$ cat config.mk
export PLATFORM = sky130hd
export DESIGN_NAME = srsc_recombine_flat
export DESIGN_NICKNAME = d
export VERILOG_FILES = /design/src/rtl/srsc_recombine_if.sv /design/src/rtl/srsc_recombine.sv /design/src/flat_wrapper.sv
export SDC_FILE = /design/constraint.sdc
export NUM_CORES = 1
export LEC_CHECK = 0
export ABC_AREA = 1
export CAP_MARGIN = 20
export CORE_MARGIN = 2
export CORE_UTILIZATION = 37
export DETAILED_ROUTE_END_ITERATION = 12
export GPL_TIMING_DRIVEN = 0
export HOLD_SLACK_MARGIN = 0.1
export SLEW_MARGIN = 20
export SYNTH_ARGS = -nofsm -noshare
export SYNTH_HDL_FRONTEND = slang
export SYNTH_SLANG_ARGS = --single-unit
$ cat constraint.sdc
create_clock -name clk -period 1.93 [get_ports clk]
set_input_delay 0.193 -clock clk [delete_from_list [all_inputs] [get_ports clk]]
set_output_delay 0.193 -clock clk [all_outputs]
set_load 0.01 [all_outputs]
$ cat src/rtl/srsc_recombine_if.sv
// Handshake bundle between the SRSC channel multiplier side and the J consumer.
// Master drives issue/product/out_ready; slave is the recombine block.
interface srsc_recombine_if;
  logic       in_valid;
  logic       in_ready;
  logic       in_sign;
  logic [7:0] in_ac;
  logic [7:0] product;
  logic       out_valid;
  logic       out_ready;
  logic [7:0] out_j;
  logic       out_last;
  logic       frame_done;

  modport master (
    output in_valid, in_sign, in_ac, product, out_ready,
    input  in_ready, out_valid, out_j, out_last, frame_done
  );

  modport slave (
    input  in_valid, in_sign, in_ac, product, out_ready,
    output in_ready, out_valid, out_j, out_last, frame_done
  );
endinterface

$ cat src/rtl/srsc_recombine.sv
// Recombines the saturated |Ic-Ac|/t product with Ac into radiance J, aligns
// side-band data to the multiplier latency and buffers J in a credit-guarded FWFT FIFO.
module srsc_recombine #(
  parameter int unsigned MULT_LAT   = 2,
  parameter int unsigned FIFO_DEPTH = 4,
  parameter int unsigned IMG_W      = 512,
  parameter int unsigned IMG_H      = 512
) (
  input  logic            clk,
  input  logic            rst,
  srsc_recombine_if.slave bus
);

  localparam int unsigned AW = (FIFO_DEPTH > 1) ? $clog2(FIFO_DEPTH) : 1;
  localparam int unsigned CW = $clog2(FIFO_DEPTH + 1);
  localparam int unsigned IW = $clog2(MULT_LAT + 2);
  localparam int unsigned XW = (IMG_W > 1) ? $clog2(IMG_W) : 1;
  localparam int unsigned YW = (IMG_H > 1) ? $clog2(IMG_H) : 1;
  localparam int unsigned L  = MULT_LAT - 1;

  logic          issue;
  logic [XW-1:0] col;
  logic [YW-1:0] row;
  logic          col_end;
  logic          row_end;

  logic [MULT_LAT-1:0] pv;
  logic [MULT_LAT-1:0] ps;
  logic [MULT_LAT-1:0] pl;
  logic [7:0]          pa [MULT_LAT];

  logic [8:0] sum;
  logic [8:0] diff;
  logic [7:0] j_next;

  logic       r_valid;
  logic [7:0] r_j;
  logic       r_last;

  logic [IW-1:0] inflight;

  logic [8:0]    mem [FIFO_DEPTH];
  logic [AW-1:0] wr_ptr;
  logic [AW-1:0] rd_ptr;
  logic [CW-1:0] count;
  logic [8:0]    head;
  logic          pop;
  logic          frame_done_q;

  // Credit covers everything between issue and FIFO write, so the
  // non-stallable multiplier can never push into a full FIFO.
  assign bus.in_ready = (int'(count) + int'(inflight)) < int'(FIFO_DEPTH);
  assign issue        = bus.in_valid & bus.in_ready;

  assign col_end = (col == XW'(IMG_W - 1));
  assign row_end = (row == YW'(IMG_H - 1));

  always_ff @(posedge clk or negedge rst) begin
    if (!rst) begin
      col <= '0;
      row <= '0;
    end else if (issue) begin
      if (col_end) begin
        col <= '0;
        row <= row_end ? '0 : row + YW'(1);
      end else begin
        col <= col + XW'(1);
      end
    end
  end

  always_ff @(posedge clk or negedge rst) begin
    if (!rst) begin
      pv <= '0;
      ps <= '0;
      pl <= '0;
      for (int unsigned i = 0; i < MULT_LAT; i++) pa[i] <= '0;
    end else begin
      pv[0] <= issue;
      ps[0] <= bus.in_sign;
      pa[0] <= bus.in_ac;
      pl[0] <= col_end & row_end;
      for (int unsigned i = 1; i < MULT_LAT; i++) begin
        pv[i] <= pv[i-1];
        ps[i] <= ps[i-1];
        pa[i] <= pa[i-1];
        pl[i] <= pl[i-1];
      end
    end
  end

  always_comb begin
    sum  = {1'b0, pa[L]} + {1'b0, bus.product};
    diff = {1'b0, pa[L]} - {1'b0, bus.product};
    if (ps[L]) j_next = diff[8] ? '0 : diff[7:0];
    else       j_next = sum[8]  ? '1 : sum[7:0];
  end

  always_ff @(posedge clk or negedge rst) begin
    if (!rst) begin
      r_valid  <= 1'b0;
      r_j      <= '0;
      r_last   <= 1'b0;
      inflight <= '0;
    end else begin
      r_valid  <= pv[L];
      r_j      <= j_next;
      r_last   <= pl[L];
      inflight <= inflight + IW'(issue) - IW'(r_valid);
    end
  end

  assign pop  = bus.out_valid & bus.out_ready;
  assign head = mem[rd_ptr];

  always_ff @(posedge clk) begin
    if (r_valid) mem[wr_ptr] <= {r_j, r_last};
  end

  always_ff @(posedge clk or negedge rst) begin
    if (!rst) begin
      wr_ptr       <= '0;
      rd_ptr       <= '0;
      count        <= '0;
      frame_done_q <= 1'b0;
    end else begin
      if (r_valid) wr_ptr <= wr_ptr + AW'(1);
      if (pop)     rd_ptr <= rd_ptr + AW'(1);
      count        <= count + CW'(r_valid) - CW'(pop);
      frame_done_q <= pop & head[0];
    end
  end

  assign bus.out_valid  = (count != '0);
  assign bus.out_j      = bus.out_valid ? head[8:1] : '0;
  assign bus.out_last   = bus.out_valid & head[0];
  assign bus.frame_done = frame_done_q;

endmodule
$ cat src/flat_wrapper.sv
// flat-port wrapper written by rule: the top's interface ports become plain ports
module srsc_recombine_flat 
#(
  parameter int unsigned MULT_LAT   = 2,
  parameter int unsigned FIFO_DEPTH = 4,
  parameter int unsigned IMG_W      = 512,
  parameter int unsigned IMG_H      = 512
)
  (clk, rst, bus_in_valid, bus_in_sign, bus_in_ac, bus_product, bus_out_ready, bus_in_ready, bus_out_valid, bus_out_j, bus_out_last, bus_frame_done);
  srsc_recombine_if bus_i ();
  input  logic clk;
  input  logic rst;
  input wire logic [$bits(bus_i.in_valid)-1:0] bus_in_valid;
  input wire logic [$bits(bus_i.in_sign)-1:0] bus_in_sign;
  input wire logic [$bits(bus_i.in_ac)-1:0] bus_in_ac;
  input wire logic [$bits(bus_i.product)-1:0] bus_product;
  input wire logic [$bits(bus_i.out_ready)-1:0] bus_out_ready;
  output wire logic [$bits(bus_i.in_ready)-1:0] bus_in_ready;
  output wire logic [$bits(bus_i.out_valid)-1:0] bus_out_valid;
  output wire logic [$bits(bus_i.out_j)-1:0] bus_out_j;
  output wire logic [$bits(bus_i.out_last)-1:0] bus_out_last;
  output wire logic [$bits(bus_i.frame_done)-1:0] bus_frame_done;
  assign bus_i.in_valid = bus_in_valid;
  assign bus_i.in_sign = bus_in_sign;
  assign bus_i.in_ac = bus_in_ac;
  assign bus_i.product = bus_product;
  assign bus_i.out_ready = bus_out_ready;
  assign bus_in_ready = bus_i.in_ready;
  assign bus_out_valid = bus_i.out_valid;
  assign bus_out_j = bus_i.out_j;
  assign bus_out_last = bus_i.out_last;
  assign bus_frame_done = bus_i.frame_done;
  srsc_recombine #(.MULT_LAT(MULT_LAT), .FIFO_DEPTH(FIFO_DEPTH), .IMG_W(IMG_W), .IMG_H(IMG_H)) u_core (.clk(clk), .rst(rst), .bus(bus_i));
endmodule
==> results.yml <==
critical_path:
  path_delay_family: "buffers and inverters"
  cp_max_fo: 6
  r2r-start: "u_core.count[0]"
  startpoint: "u_core.rd_ptr[0]"
  end_kind: "primary output"
  path_class: "reg -> out"
  crit_slowest_cell: "dfrtp_2"
  worstPathArrival_ns: 1.65
  worstPathRequired_ns: 1.74
  cp_cell_sequence: "buf_4 -> buf_6 -> buf_6 -> nor2_1 -> nor2_1 -> o21ai_0 -> a21oi_1 -> buf_2"
  critPathLaunchType: "flop"
  crit_buf_inv: 4
  critPathMaxStageDelay_ns: 0.40
placement:
  port-buffer-count: 32
  hpwl_mm: 5.86
  gp_congestion: 0.783
timing:
  rsz0062_at_grt: "yes"
  whs_ns: 0.232
  fin_crit_ns: 1.85
  finalSetupTns_ns: 0
  tightestPinTransition_ns: 0.421
  final_max_slew_viol_count: 0
  hold_viol: 0
  fmax_mhz: 542
  setup_viol: 0
  finalClockSkew_ns: 0.00745
  slew_headroom: 0.719
  finalCritPeriodShare: 0.957
global_route:
  grt_pass1_wl_mm: 14.1
  grt_pass1_vias: 3091
  grt_usage: 0.136
  antenna_found_initial: 0
  overflow: 0
  grt_max_degree: 51
routing:
  routed_wl_mm: 8.58
  drtAntennaViolNets: 0
  vias: 3193
  wire_per_inst_um: 12.0
  drt_iter0_drc: 187
  drc: 0
  first_pass_iters: 4
  via_per_inst: 4.48
yosys:
  synth_top_area_frac: 0.324
  ys_ff_latch: 96
  netlist_instances: 475
  synthDistinctLibCells: 33
  syn_avg_cell_area_um2: 9.77
  synth_area_um2: 4640
  ys.flop_type: "dfrtp_1"
  yosysMostFrequentCell: "nand2_1"
  ys_top_cells_by_area: "dfrtp_1 (32%), edfxtp_1 (23%), ha_1 (7.8%)"
  yosysTopAreaCell: "dfrtp_1"
  ys_warn_count: 0
  ys_seq_area_frac: 0.556
  synth_common_cells: "nand2_1 (79), inv_1 (62), dfrtp_1 (60)"
  syn_nets: 528
  synth-edff-count: 36
  synth-async-reset-ratio: 0.625
finish:
  antenna_cells: 0
  drive_gt1_frac: 0.161
  fin_nets: 593
  area_growth_pct: 23.5
power:
  p_leak_uw: 0.00263
  p_per_area_nw_per_um2: 1190
  ir_worst_vdd_mv: 0.423
clocking:
  cts_tree: "yes"
  cts_buffers: 9
  clkLatencyLatePin_ns: 0.35
  clock_sinks: 96
  root_buffer: "clkbuf_16"
  cts_max_level: 3
  clock_path_buffers: 2
  clk_pin_slew_ns: 0.07
outcome:
  status: "finished clean"
hold_path:
  hold_path_class: "in -> async"
die:
  start_util: 0.383
  dieArea_um2: 13500
  fp-row-count: 40
  fp.dieW_um: 116
  core_um2: 12100
  die_height_um: 116
  io_pins: 33
flow_run:
  max_cap_viol_count: 0
layer usage:
metal / up-vias / share of wire / track usage
li1: 1661 / - / -
met1: 1475 / 0.48 / 0.174
met2: 45 / 0.47 / 0.219
met3: 12 / 0.028 / 0.0303
met4: 0 / 0.020 / 0.0627
met5: - / 0 / 0
worst reg2reg max path: stages (launching register included):
cell and delay [ns]:
dfrtp_1 0.44, nor3_4 0.21, nor2_2 0.07, ha_1 0.27, inv_1 0.06, ha_1 0.13, inv_1 0.05, fa_1 0.48
inv_1 0.04
kinds of logic after synthesis:
family	Yosys count	synth area share
buf+inv	78	0.0709
fa+ha+maj	32	0.0911
flops	96	0.556
xor+xnor	14	0.0264
simple gates	194	0.183
compound gates	61	0.0720
registers in the layout, indices dropped and copies added (netlist names):
name / flops
u_core.bus.frame_done: 1
u_core.r_last: 1
u_core.row: 9
u_core.count: 3
u_core.r_valid: 1
u_core.pv: 2
u_core.pl: 2
u_core.inflight: 2
u_core.r_j: 8
u_core.ps: 2
u_core.rd_ptr: 2
u_core.wr_ptr: 2
u_core.mem: 36
u_core.pa: 16
u_core.col: 9
layout make-up:
class | instances | area, um2
Timing Repair Buffer | 54 | 484
Buffer | 11 | 109
Clock inverter | 7 | 55.1
Sequential cell | 96 | 2590
Inverter | 67 | 262
Tap cell | 168 | 210
Multi-Input combinational cell | 301 | 1800
Clock buffer | 9 | 225
Fill cell | 1136 | 6380
report_power, final:
part	switching (uW)	internal, uW
clock	803	890
combinational	1290	1110
sequential	234	2510
total	2330	4510
layout by cell type, fill, tap and decap left out, types with 2 or more instances in the layout:
master | netlist | final
a21oi_1 | 23 | 22
a21oi_2 | 3 | 4
buf_2 | 3 | 4
buf_4 | 4 | 22
buf_6 | 2 | 8
clkbuf_16 | 0 | 9
clkdlybuf4s50_1 | 0 | 20
clkinv_1 | 2 | 2
clkinv_4 | 0 | 3
dfrtp_1 | 60 | 57
dfrtp_2 | 0 | 3
dlygate4sd2_1 | 0 | 7
edfxtp_1 | 36 | 36
fa_1 | 3 | 2
ha_1 | 29 | 25
ha_2 | 0 | 2
ha_4 | 0 | 2
inv_1 | 62 | 61
inv_2 | 2 | 2
inv_4 | 1 | 2
inv_6 | 0 | 2
nand2_1 | 79 | 79
nand2_2 | 5 | 5
nand3_1 | 37 | 36
nand3_2 | 1 | 2
nand3b_1 | 2 | 2
nor2_1 | 55 | 53
nor2_2 | 3 | 5
nor3_1 | 7 | 4
nor3_2 | 0 | 2
o21a_1 | 2 | 2
o21ai_0 | 25 | 21
o21ai_1 | 6 | 10
or2_1 | 2 | 2
xnor2_1 | 5 | 5
xor2_1 | 9 | 9
path summary, 6_finish.rpt:
check | to | slack [ns] | cells after the start
setup / recovery | bus_out_j[4] | 0.08 | 8
hold / removal | u_core.col[7] | 0.23 | 2
setup reg to reg | u_core.count[1] | 0.09 | 8
hold reg to reg | u_core.pa[2] | 0.35 | 0
max in group asynchronous | u_core.pa[11] | 1.22 | 3
min in group clk | u_core.pa[13] | 0.28 | 1
through the flow:
| step | power [uW] | cells | area [um2] | setup WS [ns] | utilization |
|---|---|---|---|---|---|
| global route | 7310 | 713 | 5730 | -0.0549 | 0.473 |
| CTS | 6790 | 704 | 5640 | -0.0732 | 0.465 |
| detailed placement | 4940 | 676 | 5200 | -0.262 | 0.429 |
| finish | 6830 | 713 | 5730 | 0.0836 | 0.473 |
| floorplan | 4090 | 475 | 4640 | 0.0469 | - |
| global placement | 4840 | 675 | 5170 | -1.25 | 0.427 |
repair_timing:
action                                  CTS  global route
endpoints found under the hold margin    60             0
setup buffers                            11             9
hold buffers                              1             0
endpoints found under the setup margin   24            26
pin swaps                                 5            11
resized for setup                        43            20
Note: power is estimated with default switching activity, not from simulation.
